===== src/rtl/varint_stream_enc.sv =====
// Streaming protobuf base-128 varint encoder: one value in, ceil(L/LANES) beats
// of up to LANES bytes out, with optional ZigZag mapping and backpressure.
module varint_stream_enc #(
    parameter int DATA_W = 64,
    parameter int LANES  = 1,
    parameter int NB_W   = $clog2(LANES + 1)
) (
    input  logic                 clk,
    input  logic                 rst_n,
    input  logic                 in_valid,
    output logic                 in_ready,
    input  logic [DATA_W-1:0]    in_data,
    input  logic                 in_zigzag,
    output logic                 out_valid,
    input  logic                 out_ready,
    output logic [8*LANES-1:0]   out_data,
    output logic [NB_W-1:0]      out_nbytes,
    output logic                 out_last,
    output logic                 busy
);

    localparam int MAX_BYTES = (DATA_W + 6) / 7;
    localparam int SR_W      = 7 * MAX_BYTES;
    localparam int REM_W     = $clog2(MAX_BYTES + 1);

    typedef enum logic {IDLE, EMIT} state_t;

    state_t               state_q, state_d;
    logic [SR_W-1:0]      sr_q, sr_d;
    logic [REM_W-1:0]     rem_q, rem_d;
    logic                 rdy_q, rdy_d;
    logic [8*LANES-1:0]   data_q, data_d;
    logic [NB_W-1:0]      nb_q, nb_d;
    logic                 last_q, last_d;

    logic [DATA_W-1:0]    v;
    logic [SR_W-1:0]      v_ext;
    logic [REM_W-1:0]     len;
    int                   n_rem;
    int                   n_beat;

    // Value mapping and minimal length: L is one past the highest non-zero 7-bit group.
    always_comb begin
        v = in_zigzag ? ((in_data << 1) ^ {DATA_W{in_data[DATA_W-1]}}) : in_data;
        v_ext = SR_W'(v);
        len = REM_W'(1);
        for (int k = 1; k < MAX_BYTES; k++) begin
            if (v_ext[7*k +: 7] != 7'd0) len = REM_W'(k + 1);
        end
    end

    // Next state; the beat registers are loaded from the next state so every
    // output is a flop and no in_* or out_ready path reaches an output.
    always_comb begin
        state_d = state_q;
        sr_d    = sr_q;
        rem_d   = rem_q;
        if (state_q == IDLE) begin
            if (in_valid && rdy_q) begin
                state_d = EMIT;
                sr_d    = v_ext;
                rem_d   = len;
            end
        end else if (out_ready) begin
            sr_d  = sr_q >> (7 * LANES);
            rem_d = rem_q - REM_W'(nb_q);
            if (last_q) state_d = IDLE;
        end
        rdy_d = (state_d == IDLE);

        n_rem  = int'(rem_d);
        n_beat = (n_rem < LANES) ? n_rem : LANES;
        data_d = '0;
        nb_d   = '0;
        last_d = 1'b0;
        if (state_d == EMIT) begin
            for (int k = 0; k < LANES; k++) begin
                if (k < n_beat) data_d[8*k +: 8] = {(k + 1 < n_rem), sr_d[7*k +: 7]};
            end
            nb_d   = NB_W'(n_beat);
            last_d = (n_rem <= LANES);
        end
    end

    always_ff @(posedge clk) begin
        if (!rst_n) begin
            state_q <= IDLE;
            sr_q    <= '0;
            rem_q   <= '0;
            rdy_q   <= 1'b0;
            data_q  <= '0;
            nb_q    <= '0;
            last_q  <= 1'b0;
        end else begin
            state_q <= state_d;
            sr_q    <= sr_d;
            rem_q   <= rem_d;
            rdy_q   <= rdy_d;
            data_q  <= data_d;
            nb_q    <= nb_d;
            last_q  <= last_d;
        end
    end

    assign in_ready   = rdy_q;
    assign out_valid  = (state_q == EMIT);
    assign busy       = (state_q == EMIT);
    assign out_data   = data_q;
    assign out_nbytes = nb_q;
    assign out_last   = last_q;

endmodule


===== config.mk =====
export PLATFORM = sky130hd
export DESIGN_NAME = varint_stream_enc
export DESIGN_NICKNAME = d
export VERILOG_FILES = /design/src/rtl/varint_stream_enc.sv
export SDC_FILE = /design/constraint.sdc
export NUM_CORES = 1
export LEC_CHECK = 0
export CAP_MARGIN = 20
export CORE_ASPECT_RATIO = 0.6
export CORE_UTILIZATION = 54
export DETAILED_ROUTE_END_ITERATION = 8
export PLACE_DENSITY = 0.91
export SKIP_LAST_GASP = 1
export SYNTH_ARGS = -nofsm -noshare
export SYNTH_HDL_FRONTEND = slang
export SYNTH_SLANG_ARGS = --single-unit

===== constraint.sdc =====
create_clock -name clk -period 3.5 [get_ports clk]
set_clock_uncertainty 0.2 [all_clocks]
set_input_delay 0.875 -clock clk [delete_from_list [all_inputs] [get_ports clk]]
set_output_delay 0.875 -clock clk [all_outputs]
set_load 0.01 [all_outputs]

==> flow_summary.yaml, run 1 <==
power_and_ir_drop:
  power_leakage_nw: 2.11
  power.density_nw_per_um2: 419
  peakVddDrop_uv: 254
placed_design:
  gp_congestion: 0.909
  detailed_place_hpwl_um: 10300
  io_buffers: 81
  dpl_cell_area_um2: 5880
setup_path:
  r2r-end: "out_data[2]"
  r2r_cells: 9
  critPathCaptureType: "flip-flop"
  critical_path_required_ns: 3.56
  critical_path_arrival_ns: 3.30
  cpMaxStageDelayCell: "clkdlybuf4s50_1"
  crit_path_max_fanout: 10
  cp_slowest_stage_delay_ns: 0.58
  worstReg2RegStart: "rem_q[0]"
  critPathKind: "in2reg"
  rrSetupSlack_ns: 1.25
  crit_chain: "clkdlybuf4s50_1 > nand4_1 > or3_1 > a222oi_1 > buf_4 > a21boi_2 > o311ai_2 > and3_1 > buf_12 > a21oi_1"
  crit_path_start_kind: "primary input"
detailed_routing:
  drtAntennaViolNets: 0
  drt_iter0_markers: 600
  wl_per_cell_um: 18.2
  first_pass_iters: 5
  drt-total-wl_um: 14800
  vias: 5198
  drc: 0
  viasPerCell: 6.39
synth:
  synth_edf_count: 0
  synth_area_leaders: "dfxtp_1, xnor2_1, nor2_1"
  yosysWarnings: 0
  synth_area_per_cell_um2: 7.79
  synthArstFlopShare_pct: 0
  synth.distinct_cells: 50
  netlist_instances: 624
  synth_top_area_cell: "dfxtp_1"
  ys.flop_type: "dfxtp_1"
  synth_area_um2: 4860
  ys_ff_latch: 80
  synth_nets: 695
  yosysSeqAreaShare_pct: 33.0
  synth_top_area_share_pct: 33.0
global_route:
  grt_util_met3_pct: 7.72
  grt_pass1_vias: 4731
  grt_pass1_wl_um: 23600
  antenna_found_initial: 0
  grtUsageMet2_pct: 51.7
  grt-ovfl-total: 0
  grt.total_usage_pct: 31.9
  top_usage_layer: "met2"
  grt_start_max_net_pins: 63
  grt_use_met1_pct: 42.7
timing:
  maxSlewHeadroom_pct: 55.9
  setup_tns_ns: 0
  fin_crit_sh_pct: 92.5
  tightest_slew_ns: 0.661
  finalHoldViolCount: 0
  post-route-min-period_ns: 3.24
  rsz0062_at_grt: "no"
  setup_viol: 0
  slew_viol_final: 0
  clock.fmax_ghz: 0.309
  hold_slack_ns: 0.273
floorplanning:
  ios: 82
  start_util_pct: 56.4
  die-area_um2: 9390
  core_area_um2: 8620
  rows: 26
  die_width_um: 124
  die_y_um: 75.5
clock_network:
  clk_pin_slew_worst_paths_ns: 0.06
  h-tree-depth: 3
  cts_resized: 0
  cts_hold_buf: 0
  cts_buffers: 9
  cts_sinks: 80
  cts_setup_buffers: 0
  tritoncts: "yes"
  clockBufferDepth: 2
  clock_latency_ns: 0.34
  root_buffer: "clkbuf_16"
finish:
  fin_util_pct: 71.9
  n_antenna_cell: 0
  finalNetCount: 768
  synthToLayoutAreaGrowth_pct: 27.5
  layout-drive-gt1-share_pct: 9.83
  design_area_um2: 6200
worst_hold_path:
  hold_class: "reg2reg"
  min_to: "sr_q[27]"
  min_path_cells: 2
  hold_start: "sr_q[34]"
run:
  max_cap_violations: 0
outcome:
  status: "finished clean"
-- cells in the mapped netlist, types with 2 or more instances --
cell type	number
nor2_1	123
dfxtp_1	80
xnor2_1	62
a221oi_1	47
a211oi_1	44
nand2_1	44
clkbuf_1	42
a21oi_1	27
nand3_1	20
o211ai_1	14
a31oi_1	13
and2_1	11
o21ai_0	8
and3_1	6
and4_1	6
buf_2	6
nor3_1	6
nor4_1	6
nand4_1	5
nor4b_1	5
or4_1	5
buf_1	4
nor3b_1	3
a21boi_2	2
a21oi_2	2
a22oi_1	2
buf_4	2
buf_6	2
ha_1	2
inv_1	2
o21ai_1	2
o22ai_1	2
o31ai_1	2
-- logic make-up (layout without fill, tap and decap cells) --
| kind of cell | after synthesis | after routing | synth area share (%) |
|---|---|---|---|
| muxes | 1 | 1 | 0.206 |
| DFF | 80 | 80 | 33.0 |
| buffers and inverters | 59 | 137 | 5.18 |
| xor gates and xnor gates | 63 | 63 | 11.4 |
| and+or+nand+nor | 247 | 247 | 23.5 |
| AOI/OAI and AO/OA | 172 | 172 | 26.3 |
| adders and majority gates | 2 | 2 | 0.515 |
-- through the flow --
stage                     setup WS [ns]  std cells  total power, mW
after global routing              0.105        814             2.69
after CTS                         0.308        814             2.59
after floorplan                   0.666        624             1.36
final                             0.263        814             2.60
after global placement           0.0124        798             1.58
after detailed placement        -0.0403        798             1.60
-- worst max path at each step --
stage	from	endpoint	slack, ns	cells after the start
floorplan	in_data[63]	out_last	0.67	9
global route	in_data[55]	out_data[4]	0.11	10
global placement	in_data[33]	out_last	0.01	10
CTS	in_data[33]	out_data[2]	0.31	10
finish	in_data[33]	out_data[2]	0.26	10
detailed placement	in_data[33]	out_last	-0.04	10
-- routing by layer --
| metal | wire (um) | share of wire, % |
|---|---|---|
| met1 | 6330 | 43 |
| met2 | 6440 | 44 |
| met3 | 1760 | 12 |
| met4 | 261 | 1.8 |
| met5 | 0 | 0 |
-- worst max-delay path, delay by kind of cell --
kind                   cells  cell delay [ns]
buffers and inverters      3             0.92
AO/OA/AOI/OAI              4             0.79
AND/OR/NAND/NOR            3             0.71
-- cell type report --
| cell class | count | area, um^2 |
|---|---|---|
| Fill cell | 613 | 2420 |
| Sequential cell | 80 | 1600 |
| Inverter | 3 | 11.3 |
| Clock inverter | 6 | 83.8 |
| Timing Repair Buffer | 118 | 1120 |
| Tap cell | 112 | 140 |
| Clock buffer | 10 | 229 |
| Multi-Input combinational cell | 485 | 3010 |
-- layout by cell type, fill, tap and decap left out, types with 20 or more instances in the layout --
master | Yosys | routed
nand2_1 | 44 | 44
a221oi_1 | 47 | 47
clkdlybuf4s50_1 | 0 | 79
dfxtp_1 | 80 | 80
buf_4 | 2 | 36
a21oi_1 | 27 | 27
nor2_1 | 123 | 122
a211oi_1 | 44 | 44
xnor2_1 | 62 | 62
nand3_1 | 20 | 20
-- registers in the layout (all words and copies together) (netlist names) --
| signal | count |
|---|---|
| out_data | 8 |
| out_nbytes | 1 |
| sr_q | 64 |
| rem_q | 4 |
| busy | 1 |
| in_ready | 1 |
| out_last | 1 |
-- power by group --
group | switching [mW] | total [mW] | internal, mW
sequential | 0.0388 | 1.01 | 0.972
combinational | 0.322 | 0.592 | 0.270
clock | 0.371 | 0.993 | 0.622
total | 0.732 | 2.60 | 1.86
(Power assumes the default switching activity.)
==> run 2, diff against run 1 <==
--- a/config.mk
+++ b/config.mk
@@ -9,6 +9,7 @@
 export CORE_ASPECT_RATIO = 0.6
 export CORE_UTILIZATION = 54
 export DETAILED_ROUTE_END_ITERATION = 8
+export HOLD_SLACK_MARGIN = 0.05
 export PLACE_DENSITY = 0.91
 export SKIP_LAST_GASP = 1
 export SYNTH_ARGS = -nofsm -noshare
==> results of run 2 <==
The final DEF is identical to that of run 1; final timing and power are the same.
==> run 3, diff against run 2 <==
--- a/config.mk
+++ b/config.mk
@@ -5,6 +5,7 @@
 export SDC_FILE = /design/constraint.sdc
 export NUM_CORES = 1
 export LEC_CHECK = 0
+export ABC_CLOCK_PERIOD_IN_PS = 3600
 export CAP_MARGIN = 20
 export CORE_ASPECT_RATIO = 0.6
 export CORE_UTILIZATION = 54
==> constraint.sdc (replaced) <==
create_clock -name clk -period 3.6 [get_ports clk]
set_clock_uncertainty 0.2 [all_clocks]
set_input_delay 0.9 -clock clk [delete_from_list [all_inputs] [get_ports clk]]
set_output_delay 0.9 -clock clk [all_outputs]
set_load 0.01 [all_outputs]
==> flow_summary.yaml, run 3 (synthesized netlist as in run 1, its figures left out) <==
clock_network:
  clockBufferDepth: 2
  clk_pin_slew_worst_paths_ns: 0.06
  cts_buffers: 9
  clock_latency_ns: 0.34
  root_buffer: "clkbuf_16"
  cts_hold_buf: 0
  tritoncts: "yes"
  cts_sinks: 80
  cts_setup_buffers: 0
  cts_resized: 0
  h-tree-depth: 3
finish:
  layout_common_cells: "nor2_1, dfxtp_1, clkdlybuf4s50_1"
  synthToLayoutAreaGrowth_pct: 27.3
  mostFrequentLayoutCell: "nor2_1"
  regMostFlops: "sr_q"
  design_area_um2: 6190
  fin_cells: 807
  largest_reg_flops: 64
  n_antenna_cell: 0
  finalNetCount: 761
  fin_util_pct: 71.8
  layout-drive-gt1-share_pct: 8.78
floorplanning:
  die_width_um: 124
  ios: 82
  die_y_um: 75.5
  die-area_um2: 9390
  rows: 26
  start_util_pct: 56.4
  core_area_um2: 8620
worst_hold_path:
  min_to: "sr_q[61]"
  hold_class: "reg2reg"
  hold_start: "sr_q[61]"
  min_path_cells: 2
global_route:
  grt_pass1_vias: 4479
  grt-ovfl-total: 0
  grt_start_max_net_pins: 51
  antenna_found_initial: 0
  grt.total_usage_pct: 30.8
  grt_pass1_wl_um: 22900
setup_path:
  critPathCaptureType: "flip-flop"
  crit_path_max_fanout: 10
  worstReg2RegStart: "busy"
  critical_path_required_ns: 3.61
  critical_path_arrival_ns: 3.31
  r2r_cells: 9
  crit_path_start_kind: "primary input"
  r2r-end: "out_data[0]"
  rrSetupSlack_ns: 1.21
  critPathKind: "in2reg"
timing:
  setup_viol: 0
  hold_slack_ns: 0.275
  setup_tns_ns: 0
  clock.fmax_ghz: 0.303
  maxSlewHeadroom_pct: 60.1
  finalHoldViolCount: 0
  fin_crit_sh_pct: 91.7
  final.setup.worst_slack_ns: 0.298
  slew_viol_final: 0
  post-route-min-period_ns: 3.30
  tightest_slew_ns: 0.597
  rsz0062_at_grt: "no"
detailed_routing:
  drt-total-wl_um: 14400
  drc: 0
  vias: 5182
  wl_per_cell_um: 17.8
  drtAntennaViolNets: 0
  first_pass_iters: 5
  drt_iter0_markers: 705
  viasPerCell: 6.42
placed_design:
  gp_congestion: 0.925
  placedCellCount: 790
  dpl_cell_area_um2: 5820
  detailed_place_hpwl_um: 9880
  io_buffers: 81
  dp_slack_ns: 0.0565
power_and_ir_drop:
  power_leakage_nw: 2.10
  power.density_nw_per_um2: 421
  p_total_mw: 2.60
  peakVddDrop_uv: 301
outcome:
  status: "finished clean"
run:
  max_cap_violations: 0
-- run 3: changes by cell type in the layout (fill, tap and decap cells not counted), sizes merged --
cell	delta
buf	-7
bufinv	+1
clkbuf	+1
clkinv	-3
inv	+1
-- run 3: final cells by class --
cell class / count / area [um^2]
clock buffers: 11 / 233
flip-flops and latches: 80 / 1600
repair buffers: 111 / 1090
well taps: 112 / 140
fillers: 609 / 2430
inverters: 3 / 11.3
multi-input cells: 485 / 3010
clock inverters: 5 / 104
-- run 3: critical path, cell delays in order --
cell and delay [ns]:
clkdlybuf4s50_1 0.48, buf_4 0.19, nor4b_1 0.28, o21ai_0 0.12, a21oi_1 0.44, nand3_1 0.17, a21oi_1 0.27, and3_1 0.24
buf_12 0.14, a21oi_1 0.07
-- run 3: how the worst max path moves through the flow --
| stage | slack, ns | from | to |
|---|---|---|---|
| floorplan | 0.74 | in_data[63] | out_last |
| global placement | 0.11 | in_data[33] | out_last |
| detailed placement | 0.06 | in_data[33] | out_data[0] |
| CTS | 0.39 | in_data[33] | out_data[0] |
| global route | 0.24 | in_data[27] | out_data[0] |
| finish | 0.30 | in_data[55] | out_data[0] |
-- run 3: routing by layer --
layer	vias up	GRT usage, %	part of all wire (%)
met2	303	48.0	43
met4	0	8.17	1.7
met5	-	0	0
met1	2429	42.5	44
li1	2421	-	-
met3	29	8.64	11
-- run 3: where the power goes --
| part | total [mW] | leakage (nW) | switching (mW) | internal, mW |
|---|---|---|---|---|
| combinational | 0.570 | 1.28 | 0.307 | 0.263 |
| sequential | 0.983 | 0.652 | 0.0382 | 0.944 |
| clock | 1.05 | 0.164 | 0.372 | 0.679 |
| total | 2.60 | 2.10 | 0.717 | 1.89 |
==> edit 1: new RTL, settings of run 1 <==
Set the parameter `DATA_W` to 128 (it was 64).
--- a/src/rtl/varint_stream_enc.sv
+++ b/src/rtl/varint_stream_enc.sv
@@ -1,7 +1,7 @@
 // Streaming protobuf base-128 varint encoder: one value in, ceil(L/LANES) beats
 // of up to LANES bytes out, with optional ZigZag mapping and backpressure.
 module varint_stream_enc #(
-    parameter int DATA_W = 64,
+    parameter int DATA_W = 128,
     parameter int LANES  = 1,
     parameter int NB_W   = $clog2(LANES + 1)
 ) (
Ports: changed (resized in_data); port bits go from 82 to 146. No check against the original RTL was run, so the function may have changed too.
==> edit 1 against run 1 <==
Utilization up 1.9 points. Sequential share of layout area down 2.9 points. Sequential power up 83%. Sequential cell count up 65. Clock power up 90%. Final cell count up 110%. Wire length up 110%. Total power up 91%. Worst setup slack worse by 0.20 ns. Synthesized area up 94%. Synthesized cell count up 97%. Final area up 100%. Largest cell class unchanged. Highest routed layer unchanged.
==> edit 1: results (changes against run 1) <==
multi-input combinational area share=47.8% (was 48.6%); Synth cell types=57 (was 50); Slew @ Worst Pin=1.01 ns (was 0.661 ns); status=finished clean (unchanged); Post-Synth Adder-Cell Area=0.265% (was 0.515%); Post-synth top cells=nor2_1, dfxtp_1, xnor2_1 (unchanged); Clk power=1890 uW (was 993 uW); Port Buf Inserts=145 (was 81); dpl ws=-0.275 ns (was -0.0403 ns); Area after DPL=12000 um^2 (was 5880 um^2); syn nets=1367 (was 695); Arr. time, crit path=3.53 ns (was 3.30 ns); worst r2r dst=out_data[3]$_SDFF_PN0_ (was out_data[2]$_SDFF_PN0_); register area share after synthesis=30.7% (was 33.0%); RR Startpoint=in_ready$_SDFF_PN0_ (was rem_q[0]$_SDFF_PN0_); inverters=5 (was 3); overall routing resource usage=34.5% (was 31.9%); Routability Congestion=0.914 (was 0.909); DRT Pass-1 Iters=8 (was 5); fin crit share=98.3% (was 92.5%); Pleak=0.00445 uW (was 0.00211 uW); routed length on met1=13.4 mm (was 6.33 mm); Combinational Power Share=24.5% (was 22.8%); layout sequential cell count=145 (was 80); hold wc startpoint=sr_q[126]$_SDFFE_PN0P_ (was sr_q[34]$_SDFFE_PN0P_); total power=4960 uW (was 2600 uW); fillers=1155 (was 613); met3 WL=3.82 mm (was 1.76 mm); fraction of synthesized area in multiplexers=0.106% (was 0.206%); DP Wirelength=21.5 mm (was 10.3 mm); Worst-Skew Late Latency=0.43 ns (was 0.34 ns); Site Rows=37 (was 26); bufs w/o clock=302 (was 118)
## edit 1: critical path: stages
cell and delay (ns):
clkdlybuf4s50_1 0.50, nor3_1 0.48, a22oi_1 0.17, o22ai_1 0.29
and2_2 0.23, nand3_1 0.15, a21oi_1 0.26, nor4b_4 0.26
buf_4 0.22, a21oi_1 0.10
## edit 1: worst max path at each step
stage | depth (start not counted) | startpoint | to
floorplan | 9 | in_data[127] | out_data[0]$_SDFF_PN0_
global placement | 10 | in_data[72] | out_data[2]$_SDFF_PN0_
detailed placement | 10 | in_data[72] | out_data[6]$_SDFF_PN0_
CTS | 10 | in_data[72] | out_data[3]$_SDFF_PN0_
global route | 10 | in_data[121] | out_data[0]$_SDFF_PN0_
finish | 10 | in_data[121] | out_data[3]$_SDFF_PN0_
## edit 1: routing by layer
metal	global-route usage, %	up-vias
li1	-	4985
met1	48.7	5058
met2	52.2	725
met3	7.46	90
met4	11.4	0
met5	0	-
==> edit 2: new RTL, flow settings as in run 1 <==
Made on the original files. Make the reset (`rst_n`) asynchronous in one clocked block.
--- a/src/rtl/varint_stream_enc.sv
+++ b/src/rtl/varint_stream_enc.sv
@@ -82,7 +82,7 @@
         end
     end
 
-    always_ff @(posedge clk) begin
+    always_ff @(posedge clk or negedge rst_n) begin
         if (!rst_n) begin
             state_q <= IDLE;
             sr_q    <= '0;
Check against the original RTL: differs if rst_n is asserted again (counterexample within 4 cycles, from zero or initial values and one cycle with rst_n low); with rst_n held inactive, the same outputs for 10 cycles.
==> edit 2 against run 1 <==
Fmax down 0.57%. Synthesized area up 2.6%. Sequential cell count unchanged. Worst setup slack worse by 0.019 ns. Sequential share of layout area up 5.4 points. Wire length up 1.4%. Final area up 3.3%. Highest routed layer unchanged.
Power is not compared: it rests on default switching activity, and its combinational part moved more than twofold at a synthesized area within 25%.
==> edit 2: results (changes against run 1) <==
Routability Congestion=0.894 (was 0.909); DP Wirelength=10.1 mm (was 10.3 mm); number of global-route vias before repair=4635 (was 4731); DRT Pass-1 Iters=8 (was 5); vias per inst=6.59 (was 6.39); Worst-Skew Late Latency=0.34 ns (about the same); drt wl/cell=20.4 um (was 18.2 um); Arr. time, crit path=3.29 ns (was 3.30 ns); clock buffer depth=2 (unchanged); Mapped Cells=532 (was 624); Hold WS=0.163 ns (was 0.273 ns); dpl ws=-0.0773 ns (was -0.0403 ns); fin nets=690 (was 768); Worst Setup SP=in_data[36] (was in_data[33]); fin crit share=93.0% (was 92.5%); Pleak=0.00258 uW; r2r worst-path depth=6 (was 9); status=finished clean (unchanged); overall routing resource usage=32.3% (was 31.9%); Max FO, Critical Path=8 (was 10); Post-synth top cells=dfrtp_1, xnor2_1, nor2_1 (was nor2_1, dfxtp_1, xnor2_1); Synth cell types=48 (was 50); Hold Crit Class=in2async (was reg2reg); layout cells sized above 1=10.3% (was 9.83%); Post-CTS Setup Bufs=0 (unchanged); first-pass GRT wire length=24.1 mm (was 23.6 mm); worst r2r dst=out_data[3]$_DFF_PN0_ (was out_data[2]$_SDFF_PN0_); starting DRC count in detailed routing=627 (was 600); Slew @ Worst Pin=0.535 ns (was 0.661 ns); Via Count=4837 (was 5198); RR Startpoint=busy$_DFF_PN0_ (was rem_q[0]$_SDFF_PN0_); syn nets=603 (was 695); Reg2Reg Setup Slack=1.06 ns (was 1.25 ns); Primary FF master, synth=dfrtp_1 (was dfxtp_1); FFs w/ async S/R, synth=100% (was 0%); Root Driver=clkbuf_16 (unchanged); placed insts=719 (was 798); synth top area cells=dfrtp_1, xnor2_1, a221o_1 (was dfxtp_1, xnor2_1, nor2_1); register area share after synthesis=40.2% (was 33.0%); largest net degree at the start of global routing=81 (was 63); Ys Warns=0 (unchanged); Pins Over Slew Limit=0 (unchanged)
## edit 2: layer usage
layer	wire [um]	GRT usage, %
met1	6480	44.4
met3	1480	8.85
met2	6700	48.7
met5	0	0
met4	347	11.9
## edit 2: critical path: stages
cell and delay (ns):
clkdlybuf4s50_1 0.50, nor4b_1 0.37, o21ai_0 0.14, a22oi_1 0.20, buf_4 0.16, and4_1 0.25
o221ai_2 0.15, o41ai_4 0.36, buf_4 0.22, nor2b_1 0.06
## edit 2: logic make-up after synthesis
family	synth area share (%)
AND/OR/NAND/NOR	17.6
AO/OA/AOI/OAI	25.1
flip-flops	40.2
XOR/XNOR	10.9
buffers and inverters	4.27
multiplexers	1.41
adder cells (fa/ha/maj)	0.502
## edit 2: cell type report
| cell class | instances | area (um^2) |
|---|---|---|
| Inverter | 5 | 18.8 |
| Fill cell | 629 | 2320 |
| Clock buffer | 10 | 239 |
| Multi-Input combinational cell | 401 | 2770 |
| Clock inverter | 4 | 70.1 |
| Tap cell | 112 | 140 |
| Timing Repair Buffer | 122 | 1160 |
| Sequential cell | 80 | 2000 |
## edit 2: metrics by stage
step           area, um^2  utilization (%)  total power (uW)
2_1_floorplan        4980                -              2490
3_3_place_gp         6060             69.5              3030
3_5_place_dp         6060             69.5              3120
4_1_cts              6370             73.1              4150
5_1_grt              6400             73.4              4380
6_report             6400             73.4              4190
## edit 2: power by group
group,internal [uW],switching [uW],leakage [uW]
Sequential,1320,263,0.00102
Combinational,779,820,0.00141
Clock,633,369,0.000154
Total,2730,1450,0.00258
